### src/rtl/div_seq_32b.sv
// div_seq_32b: sequential signed divider for the DIV instruction.
// One restoring shift-subtract step per clock on the operand magnitudes,
// followed by a sign-fix step. The quotient goes to LO and the remainder to HI.
//
//   state  | meaning
//   -------+------------------------------------------------------------
//   S_IDLE | waiting for i_start
//   S_CALC | one restoring step per edge, WIDTH steps in total
//   S_FIX  | apply the result signs and load the output registers
//   S_DONE | o_done pulse; a new i_start is accepted here as in S_IDLE
module div_seq_32b #(
   parameter int WIDTH = 32
) (
   input  logic             i_clk,
   input  logic             i_clr,
   input  logic             i_start,
   input  logic [WIDTH-1:0] i_dividend,
   input  logic [WIDTH-1:0] i_divisor,
   output logic             o_busy,
   output logic             o_done,
   output logic [WIDTH-1:0] o_quotient,
   output logic [WIDTH-1:0] o_remainder,
   output logic             o_div_by_zero
);

   localparam int CW = $clog2(WIDTH);
   localparam logic [CW-1:0] LAST_STEP = CW'(WIDTH - 1);

   typedef enum logic [1:0] {
      S_IDLE,
      S_CALC,
      S_FIX,
      S_DONE
   } state_t;

   state_t            r_state;
   state_t            w_next;

   logic [WIDTH-1:0]  r_q;
   logic [WIDTH-1:0]  r_rem;
   logic [WIDTH-1:0]  r_dvs;
   logic [CW-1:0]     r_cnt;
   logic              r_sign_q;
   logic              r_sign_r;
   logic [WIDTH-1:0]  r_quot_out;
   logic [WIDTH-1:0]  r_rem_out;
   logic              r_dbz;

   logic              w_accept;
   logic              w_div_zero;
   logic [WIDTH-1:0]  w_dvd_mag;
   logic [WIDTH-1:0]  w_dvs_mag;
   logic [WIDTH:0]    w_shift;
   logic [WIDTH:0]    w_trial;

   // Starts are honoured only when not busy: in IDLE, or back-to-back in DONE.
   assign w_accept   = i_start && ((r_state == S_IDLE) || (r_state == S_DONE));
   assign w_div_zero = (i_divisor == '0);

   // Plain WIDTH-bit negation: the most negative value maps onto itself, which
   // is the right magnitude when read as unsigned.
   assign w_dvd_mag = i_dividend[WIDTH-1] ? -i_dividend : i_dividend;
   assign w_dvs_mag = i_divisor[WIDTH-1]  ? -i_divisor  : i_divisor;

   // The partial remainder is always below the divisor, so WIDTH bits hold it;
   // only the shifted trial value needs the extra bit for the borrow.
   assign w_shift = {r_rem, r_q[WIDTH-1]};
   assign w_trial = w_shift - {1'b0, r_dvs};

   // State register.
   always_ff @(posedge i_clk) begin
      if (i_clr) begin
         r_state <= S_IDLE;
      end else begin
         r_state <= w_next;
      end
   end

   // Next-state decode.
   always_comb begin
      w_next = r_state;
      case (r_state)
         S_IDLE: begin
            if (w_accept) begin
               w_next = w_div_zero ? S_DONE : S_CALC;
            end
         end
         S_CALC: begin
            if (r_cnt == LAST_STEP) begin
               w_next = S_FIX;
            end
         end
         S_FIX: begin
            w_next = S_DONE;
         end
         S_DONE: begin
            if (w_accept) begin
               w_next = w_div_zero ? S_DONE : S_CALC;
            end else begin
               w_next = S_IDLE;
            end
         end
         default: begin
            w_next = S_IDLE;
         end
      endcase
   end

   // Status outputs decode straight from the state register.
   always_comb begin
      o_busy = 1'b0;
      o_done = 1'b0;
      case (r_state)
         S_CALC,
         S_FIX:   o_busy = 1'b1;
         S_DONE:  o_done = 1'b1;
         default: ;
      endcase
   end

   // Operand capture, restoring steps and result registers.
   always_ff @(posedge i_clk) begin
      if (i_clr) begin
         r_q        <= '0;
         r_rem      <= '0;
         r_dvs      <= '0;
         r_cnt      <= '0;
         r_sign_q   <= 1'b0;
         r_sign_r   <= 1'b0;
         r_quot_out <= '0;
         r_rem_out  <= '0;
         r_dbz      <= 1'b0;
      end else if (w_accept) begin
         r_q      <= w_dvd_mag;
         r_dvs    <= w_dvs_mag;
         r_rem    <= '0;
         r_cnt    <= '0;
         r_sign_q <= i_dividend[WIDTH-1] ^ i_divisor[WIDTH-1];
         r_sign_r <= i_dividend[WIDTH-1];
         if (w_div_zero) begin
            r_quot_out <= '1;
            r_rem_out  <= i_dividend;
            r_dbz      <= 1'b1;
         end
      end else if (r_state == S_CALC) begin
         r_cnt <= r_cnt + CW'(1);
         if (!w_trial[WIDTH]) begin
            r_rem <= w_trial[WIDTH-1:0];
            r_q   <= {r_q[WIDTH-2:0], 1'b1};
         end else begin
            r_rem <= w_shift[WIDTH-1:0];
            r_q   <= {r_q[WIDTH-2:0], 1'b0};
         end
      end else if (r_state == S_FIX) begin
         r_quot_out <= r_sign_q ? -r_q : r_q;
         r_rem_out  <= r_sign_r ? -r_rem : r_rem;
         r_dbz      <= 1'b0;
      end
   end

   assign o_quotient    = r_quot_out;
   assign o_remainder   = r_rem_out;
   assign o_div_by_zero = r_dbz;

endmodule

### config.mk
export PLATFORM = sky130hd
export DESIGN_NAME = div_seq_32b
export DESIGN_NICKNAME = d
export VERILOG_FILES = /design/src/rtl/div_seq_32b.sv
export SDC_FILE = /design/constraint.sdc
export NUM_CORES = 1
export LEC_CHECK = 0
export ABC_AREA = 0
export BUFFER_PORTS_ARGS = -buffer_cell sky130_fd_sc_hd__buf_2
export CAP_MARGIN = 10
export CORE_ASPECT_RATIO = 0.9
export CORE_UTILIZATION = 42
export CTS_BUF_LIST = sky130_fd_sc_hd__clkbuf_8
export DETAILED_ROUTE_END_ITERATION = 16
export HOLD_SLACK_MARGIN = 0.02
export SLEW_MARGIN = 20
export SYNTH_ARGS = -nofsm -noshare
export SYNTH_HDL_FRONTEND = slang
export SYNTH_SLANG_ARGS = --single-unit
### constraint.sdc
create_clock -name i_clk -period 4.5 [get_ports i_clk]
set_clock_uncertainty 0.15 [all_clocks]
set_input_delay 0.45 -clock i_clk [delete_from_list [all_inputs] [get_ports i_clk]]
set_output_delay 0.45 -clock i_clk [all_outputs]
set_load 0.005 [all_outputs]
After elaboration in Yosys (flattened, before gate mapping)
Index checks and enable logic that the tools add are counted.
- register bits after elaboration: 170
- output and inout port bits: 67
- word-level logic and storage cells: 62
- input bits: 67
- eq/ne operators: 8
- reduce and logical (&&, ||, !) cells: 10
- mux-type cells: 27
- add/sub/neg operators: 6
- bitwise gates (word level): 1
- operators with widths (operator ; count):
    32-bit 2-to-1 mux ; 15
    32-bit negator ; 4
    33-bit by 32-bit subtractor with 33-bit output ; 1
    32-bit zero test ; 1
    2-bit 2-to-1 mux ; 4
    2-bit case mux with 4 select lines ; 1
    1-bit 2-to-1 mux ; 7
    2-bit inequality test (second input constant) ; 3
    5-bit by 1-bit adder with 5-bit output (second input constant) ; 1
    5-bit == test (second input constant) ; 1
    2-bit == test (second input constant) ; 2
    2-bit nonzero test ; 2
    2-bit OR reduction ; 2
    3-bit AND reduction ; 1
    2-bit by 1-bit == test with 1-bit output (second input constant) ; 1
    2-bit zero test ; 1
    2-bit by 1-bit inequality test with 1-bit output (second input constant) ; 1
    2-bit AND reduction ; 1
    1-bit logical AND ; 1
    1-bit logical OR ; 1
    1-bit bitwise XOR ; 1

Logic depth before layout (Yosys ltp)
Gate-level depths: netlist of the first run.
- depth after elaboration: 5
- mapped depth: 13
- gate-level depth less buffers: 12

Worst setup path after synthesis of the first run
Ideal clock, no wire load.
- path kind: register to register
- start point: register r_q[31]
- end point: register r_rem[16]
- library setup time: 0.070 ns
- data required time: 4.280 ns
- path slack: 0.903 ns
- path buffers: 1
- arrival: 3.377 ns
- clock period less this slack: 3.597 ns
- cell stages (with the launch flop): 14
- cells stage by stage: dfxtp_1 -> inv_1 -> ha_1 -> fa_1 -> nor2b_1 -> o2111ai_1 -> a32oi_1 -> a221oi_2 -> o21ai_1 -> a41oi_2 -> xnor2_2 -> buf_2 -> mux2_1 -> a21oi_1
- longest elaborated chain between the ends: 2
- ends and longest elaborated chain (element ; RTL line ; text):
    start: declaration ; 39 ; logic [WIDTH-1:0] r_q;
    start signal: assignment ; 134 ; r_q <= w_dvd_mag;
    start signal: assignment ; 149 ; r_q <= {r_q[WIDTH-2:0], 1'b1};
    start signal: assignment ; 152 ; r_q <= {r_q[WIDTH-2:0], 1'b0};
    33-bit by 32-bit subtractor with 33-bit output ; 68 ; assign w_trial = w_shift - {1'b0, r_dvs};
    32-bit 2-to-1 mux ; 147 ; if (!w_trial[WIDTH]) begin
    end signal: assignment ; 148 ; r_rem <= w_trial[WIDTH-1:0];
    end signal: assignment ; 151 ; r_rem <= w_shift[WIDTH-1:0];
    end: declaration ; 40 ; logic [WIDTH-1:0] r_rem;
No other way between the ends.
A chain may end at the register's enable or synchronous reset.

Worst setup path in the final report of the first run
- start point: register r_q[31]
- end point: register r_rem[0]
- longest elaborated chain between the ends: 2
- ends and longest elaborated chain (element ; RTL line):
    33-bit by 32-bit subtractor with 33-bit output ; 68
    32-bit 2-to-1 mux (*) ; 147
Mark *: on every way between the ends. The rest lies on a longest branch, timed or not.

==> impl_metrics.yaml, run 1 <==
routing:
  detail_route.wl_per_cell_um: 16.70
  vias: 10200
  via_per_inst: 5.553
  drt_wl_total_um: 30670
  drc: 0
  drtPass1Iterations: 5
  ant_nets: 0
  drt_iter0_markers: 787
global_routing:
  grt_pass1_vias: 9290
  grt_max_degree: 103
  grt_use_total_pct: 22.64
  grt_overflow: 0
  antenna_found_initial: 0
  grt_pass1_wl_um: 49690
logic_synthesis:
  synthXorXnorAreaFrac_pct: 11.49
  synth_top_family_by_area: "compound AO/OA/AOI/OAI gates"
  ys.warnings.count: 0
  yosys.cell_count.top_type: "nor2_1"
  synthFlopType: "dfxtp_1"
  syn_area_sq_mm: 0.01119
  yosysTopAreaCellShare_pct: 30.40
  syn-num-nets: 1515
  yosysTopAreaCell: "dfxtp_1"
  synth_common_cells: "172 x nor2_1, 170 x dfxtp_1, 119 x a211oi_1"
  synth_edf_count: 0
  synthMuxAreaShare_pct: 5.588
  yosys-top-cells-area: "dfxtp_1 30%, a211oi_1 8.0%, xor2_1 6.1%"
  synth-compound-area-share_pct: 25.56
  seq_area_frac_synth_pct: 30.40
  syn_area_per_cell_sq_um: 7.968
  synth_cells: 1405
  synth-async-reset-ratio_pct: 0
  ys_types: 72
  yosys.area_share.simple_pct: 16.99
  synth_seq_cells: 170
  synth_fa_ha_area_share_pct: 4.873
pwr:
  power.total_mw: 6.387
  leakagePower_nw: 4.996
  switchingPower_mw: 2.869
  p_comb_share_pct: 50.7
  clock_power_share_pct: 17.9
  swShare_pct: 44.92
  powerDensity_mw_per_mm2: 510.9
  seqPwrFrac_pct: 31.4
  worst_ir_drop_vdd_uv: 237.5
  p_int_mw: 3.518
placement:
  gp_congestion: 0.8751
  hpwl_um: 22670
  io_buffer_count: 133
  dpl_cell_area_sq_mm: 0.01209
cells_and_area:
  fin_area_sq_mm: 0.01250
  antenna_cells: 0
  drive_above_1_share_pct: 13.71
  final_net_count: 1585
  area_growth_pct: 11.67
setup_path:
  cp_num_buf_inv: 2
  critPathMostFrequentCell: "o21ai_1"
  path_cells: "inv_1 -> ha_1 -> fa_1 -> nor2b_1 -> o2111ai_1 -> a32oi_1 -> a221oi_2 -> o21ai_1 -> a41oi_2 -> xnor2_4 -> buf_12 -> mux2_1 -> o21ai_1"
  worstSetupStartpointType: "flip-flop"
  cpLargestDelayFamily: "compound AO/OA/AOI/OAI gates"
  critical_path.max_stage_delay_ns: 0.41
  cp-startpoint: "r_q[31]"
  endpoint_kind: "flip-flop"
  cp.required_ns: 4.74
  crit_path_max_fanout: 32
  cp_slowest_cell: "fa_1"
  r2r-start: "r_q[31]"
  crit_type: "flip-flop to flip-flop"
  cp.arrival_ns: 4.05
status:
  status: "finished, final reports clean"
die:
  num_rows: 56
  dieArea_sq_mm: 0.02731
  pin_count: 134
  start_util_pct: 42.83
  die_y_um: 156.9
  fp.dieW_um: 174.1
  coreArea_sq_mm: 0.02614
worst_hold_path:
  hold_start: "i_dividend[0]"
  hold_path_class: "primary input to flip-flop"
clock_network:
  cts_buffer_depth: 2
  cts_setup_buffers: 0
  clkTransAtPathRegs_ns: 0.10
  cts_tree: "yes"
  cts_made_buffers: 17
  cts-root-buf: "clkbuf_8"
  cts_resized: 0
  htreeDepth: 4
  clk_latency_ns: 0.47
  cts_hold_buf: 0
  cts.sinks: 170
timing:
  whs_ns: 0.1443
  setup_viol: 0
  tns_ns: 0
  layout_min_cycle_time_ns: 3.809
  fmax_ghz: 0.2625
  rsz0062_at_grt: "no"
  hold_viol_final: 0
  tightest_slew_ns: 1.022
  slew_headroom_pct: 31.76
  period_share_pct: 84.65
  finalMaxSlewViolations: 0
job:
  maxCapViolCount: 0
## logic make-up after synthesis
family                     Yosys count
buffers and inverters              151
xor gates and xnor gates           146
and+or+nand+nor                    402
DFF                                170
muxes                               62
AOI/OAI and AO/OA                  431
adders and majority gates           43
## worst paths after layout
check / slack (ns) / endpoint / cells past startpoint
setup / recovery: 0.69 / r_rem[0] / 13
setup reg to reg: 0.69 / r_rem[0] / 13
hold reg to reg: 0.31 / r_dvs[31] / 2
hold / removal: 0.14 / o_remainder[0] / 3
## worst min-delay path, delay by kind of cell
kind                   cells  cell delay, ns
buffers and inverters      1            0.13
AO/OA/AOI/OAI              1            0.07
AND/OR/NAND/NOR            1            0.06
## cell usage in the layout (no fill, tap or decap), drive strengths merged, types with 5 or more instances in the layout
master | netlist | final
a211oi | 120 | 120
a21o | 22 | 22
a21oi | 100 | 100
a31oi | 7 | 7
and3 | 10 | 10
buf | 11 | 143
clkbuf | 81 | 17
dfxtp | 170 | 170
ha | 42 | 42
inv | 59 | 68
mux2i | 58 | 58
nand2 | 82 | 82
nand2b | 10 | 10
nand3 | 17 | 17
nand4 | 6 | 6
nor2 | 172 | 172
nor2b | 6 | 6
nor3 | 42 | 42
nor4 | 6 | 6
o21a | 5 | 5
o21ai | 85 | 85
o31ai | 31 | 31
o41ai | 16 | 16
or2 | 5 | 5
or3 | 19 | 19
or4 | 13 | 13
xnor2 | 68 | 68
xor2 | 78 | 78
## through the flow
| step | utilization, % | worst slack, ns | std cells |
|---|---|---|---|
| 6_report | 47.83 | 0.6910 | 1836 |
| 5_1_grt | 47.83 | 0.4560 | 1836 |
| 4_1_cts | 47.82 | 0.6507 | 1836 |
| 3_5_place_dp | 46.27 | 0.6934 | 1804 |
| 3_3_place_gp | 46.25 | 0.7942 | 1804 |
| 2_1_floorplan | - | 0.9033 | 1405 |
## state kept, by name (all words and copies together) (netlist names)
signal / flops
r_cnt: 5
r_q: 32
r_sign_q: 1
r_rem: 32
o_div_by_zero: 1
o_quotient: 32
o_remainder: 32
r_state: 2
r_sign_r: 1
r_dvs: 32
## power by group through the flow
stage          combinational, mW  clock, mW  sequential [mW]
3_3_place_gp                3.19          0             2.02
3_5_place_dp                3.22          0             2.03
5_1_grt                     3.60       1.24             2.04
2_1_floorplan               2.51          0             1.92
4_1_cts                     3.23       1.16             2.00
6_report                    3.24       1.14             2.00
## layer usage
| metal | wire [um] | share of wire (%) | track usage [%] | vias up |
|---|---|---|---|---|
| li1 | - | - | - | 5227 |
| met4 | 217 | 0.71 | 4.428 | 0 |
| met2 | 13180 | 43 | 34.97 | 213 |
| met3 | 1021 | 3.3 | 3.110 | 14 |
| met5 | 0 | 0 | 0 | - |
| met1 | 16250 | 53 | 33.34 | 4742 |
## final cells by class
type,count,area [sq um]
fill,2652,13630
multi-input combinational,1084,7276
sequential,170,3403
timing repair buffer,143,759.5
tap,348,435.4
clock buffer,17,234.0
inverter,59,221.5
clock inverter,15,171.4
Power figures use the tool's default switching activity.
==> run 2: changes to the inputs <==
clock period = 3.6 ns   (was 4.5 ns; I/O delays follow)
==> run 2 against run 1 <==
- register-to-register slack worse by 0.48 ns
- clock power is 18% higher
- core utilization grew 1.5 points
- critical path depth increased by 1
- worst hold slack got worse by 0.080 ns
- routed wire length grew 0.42%
- worst setup slack got worse by 0.48 ns
- global-route usage grew 0.27 points
- first-iteration DRC count shrank 11%
- clock-buffer cell count rose by 1
- via count up 2.1%
- critical endpoint is now r_rem[14]
- largest cell class unchanged
==> impl_metrics.yaml, run 2 (same netlist as run 1, synthesis figures left out) <==
clock_network:
  cts-root-buf: "clkbuf_8"
  cts_buffer_depth: 2
  cts_made_buffers: 17
  clk_latency_ns: 0.49
  cts_setup_buffers: 0
  clkTransAtPathRegs_ns: 0.10
  cts.sinks: 170
  cts_tree: "yes"
  htreeDepth: 4
pwr:
  power.total_mw: 8.305
  leakagePower_nw: 5.230
  worst_ir_drop_vdd_uv: 481.9
  powerDensity_mw_per_mm2: 644.8
global_routing:
  grt_max_degree: 130
  grt_pass1_vias: 9449
  grt_pass1_wl_um: 50070
  grt_overflow: 0
  grt_use_total_pct: 22.91
  antenna_found_initial: 0
setup_path:
  crit_path_max_fanout: 12
  critical_path.max_stage_delay_ns: 0.43
  worstSetupStartpointType: "flip-flop"
  cp.arrival_ns: 3.58
  path_cells: "ha_1 -> fa_1 -> nor2b_1 -> o2111ai_1 -> a32oi_1 -> buf_4 -> a221oi_2 -> o21ai_2 -> a41oi_4 -> xnor2_4 -> buf_12 -> buf_12 -> mux2i_1 -> a211oi_1"
  cp_slowest_cell: "dfxtp_1"
  critPathMostFrequentCell: "buf_12"
  endpoint_kind: "flip-flop"
  cp.required_ns: 3.79
  crit_type: "flip-flop to flip-flop"
timing:
  period_share_pct: 94.15
  fmax_ghz: 0.2951
  finalMaxSlewViolations: 0
  hold_viol_final: 0
  setup_viol: 0
  slew_headroom_pct: 28.00
  layout_min_cycle_time_ns: 3.389
  rsz0062_at_grt: "no"
  tns_ns: 0
  tightest_slew_ns: 1.080
placement:
  hpwl_um: 22860
  dp.cells: 1846
  io_buffer_count: 133
  dpl_cell_area_sq_mm: 0.01246
  gp_congestion: 0.8866
cells_and_area:
  final_net_count: 1630
  layout_common_cells: "170 x nor2_1, 170 x dfxtp_1, 132 x buf_2"
  antenna_cells: 0
  nFillCells: 2599
  drive_above_1_share_pct: 16.00
  instances_no_fill: 1879
  area_growth_pct: 15.06
  fin_area_sq_mm: 0.01288
routing:
  drtPass1Iterations: 5
  drt_iter0_markers: 701
  drc: 0
  ant_nets: 0
  vias: 10410
  detail_route.wl_per_cell_um: 16.39
  via_per_inst: 5.540
  drt_wl_total_um: 30800
status:
  status: "finished, final reports clean"
die:
  fp.dieW_um: 174.1
  pin_count: 134
  die_y_um: 156.9
  start_util_pct: 42.83
  coreArea_sq_mm: 0.02614
  dieArea_sq_mm: 0.02731
  num_rows: 56
worst_hold_path:
  hold_path_class: "primary input to flip-flop"
job:
  maxCapViolCount: 0
## run 2: changes by cell type in the layout (fill, tap and decap cells not counted), sizes merged
cell         delta
buf            +42
inv             -6
clkinv          +4
dlygate4sd3     +3
clkbuf          +1
clkinvlp        -1
## run 2: final timing paths
kind                     to  cells after the start  slack, ns         start
hold / removal     r_dvs[2]                      3       0.06  i_divisor[2]
setup reg to reg  r_rem[14]                     14       0.21      r_dvs[0]
setup / recovery  r_rem[14]                     14       0.21      r_dvs[0]
hold reg to reg   r_dvs[31]                      2       0.31     r_dvs[31]
## run 2: final cells by class
cell class / instances / area, sq um / area share [%]
timing repair buffer: 188 / 1167 / 9.064
multi-input combinational: 1084 / 7286 / 56.57
tap: 348 / 435.4 / 3.381
clock inverter: 12 / 118.9 / 0.9229
clock buffer: 18 / 247.7 / 1.923
sequential: 170 / 3403 / 26.42
inverter: 59 / 221.5 / 1.719
## run 2: critical path, delay by kind of cell, from the launching register on
family,cells,cell delay [ns]
AO/OA/AOI/OAI,6,1.30
buffers and inverters,3,0.47
adder cells (fa/ha/maj),2,0.45
flip-flops,1,0.43
multiplexers,1,0.21
XOR/XNOR,1,0.16
AND/OR/NAND/NOR,1,0.07
## run 2: repair_timing
action / in CTS / in global routing
endpoints found under the hold margin: 3 / 0
hold buffers: 3 / 0
gates resized for setup: 0 / 2
setup endpoints to repair: 0 / 29
## run 2: where the power goes
group          internal (mW)  total (mW)  switching, mW
logic                   2.01        4.52           2.52
registers               2.14        2.44          0.300
clock network          0.567        1.34          0.770
total                   4.72        8.31           3.59
## run 2: per-layer routing
| layer | share of wire (%) | vias to the layer above | wire, um | global-route usage (%) |
|---|---|---|---|---|
| met5 | 0 | - | 0 | 0 |
| met4 | 1.6 | 0 | 480 | 6.349 |
| met3 | 4.5 | 30 | 1380 | 3.353 |
| met2 | 43 | 225 | 13160 | 34.57 |
| met1 | 51 | 4848 | 15770 | 33.57 |
| li1 | - | 5307 | - | - |
## run 2: per-stage QoR
stage                     utilization (%)  worst slack [ns]  hold WS (ns)
after floorplan                         -          0.003318        0.2819
after global placement              47.69            0.1015        0.2915
after detailed placement            47.69           0.07207        0.3001
after CTS                           49.21           0.04813       0.03562
after global routing                49.28           0.01062       0.06789
final                               49.28            0.2108       0.06382
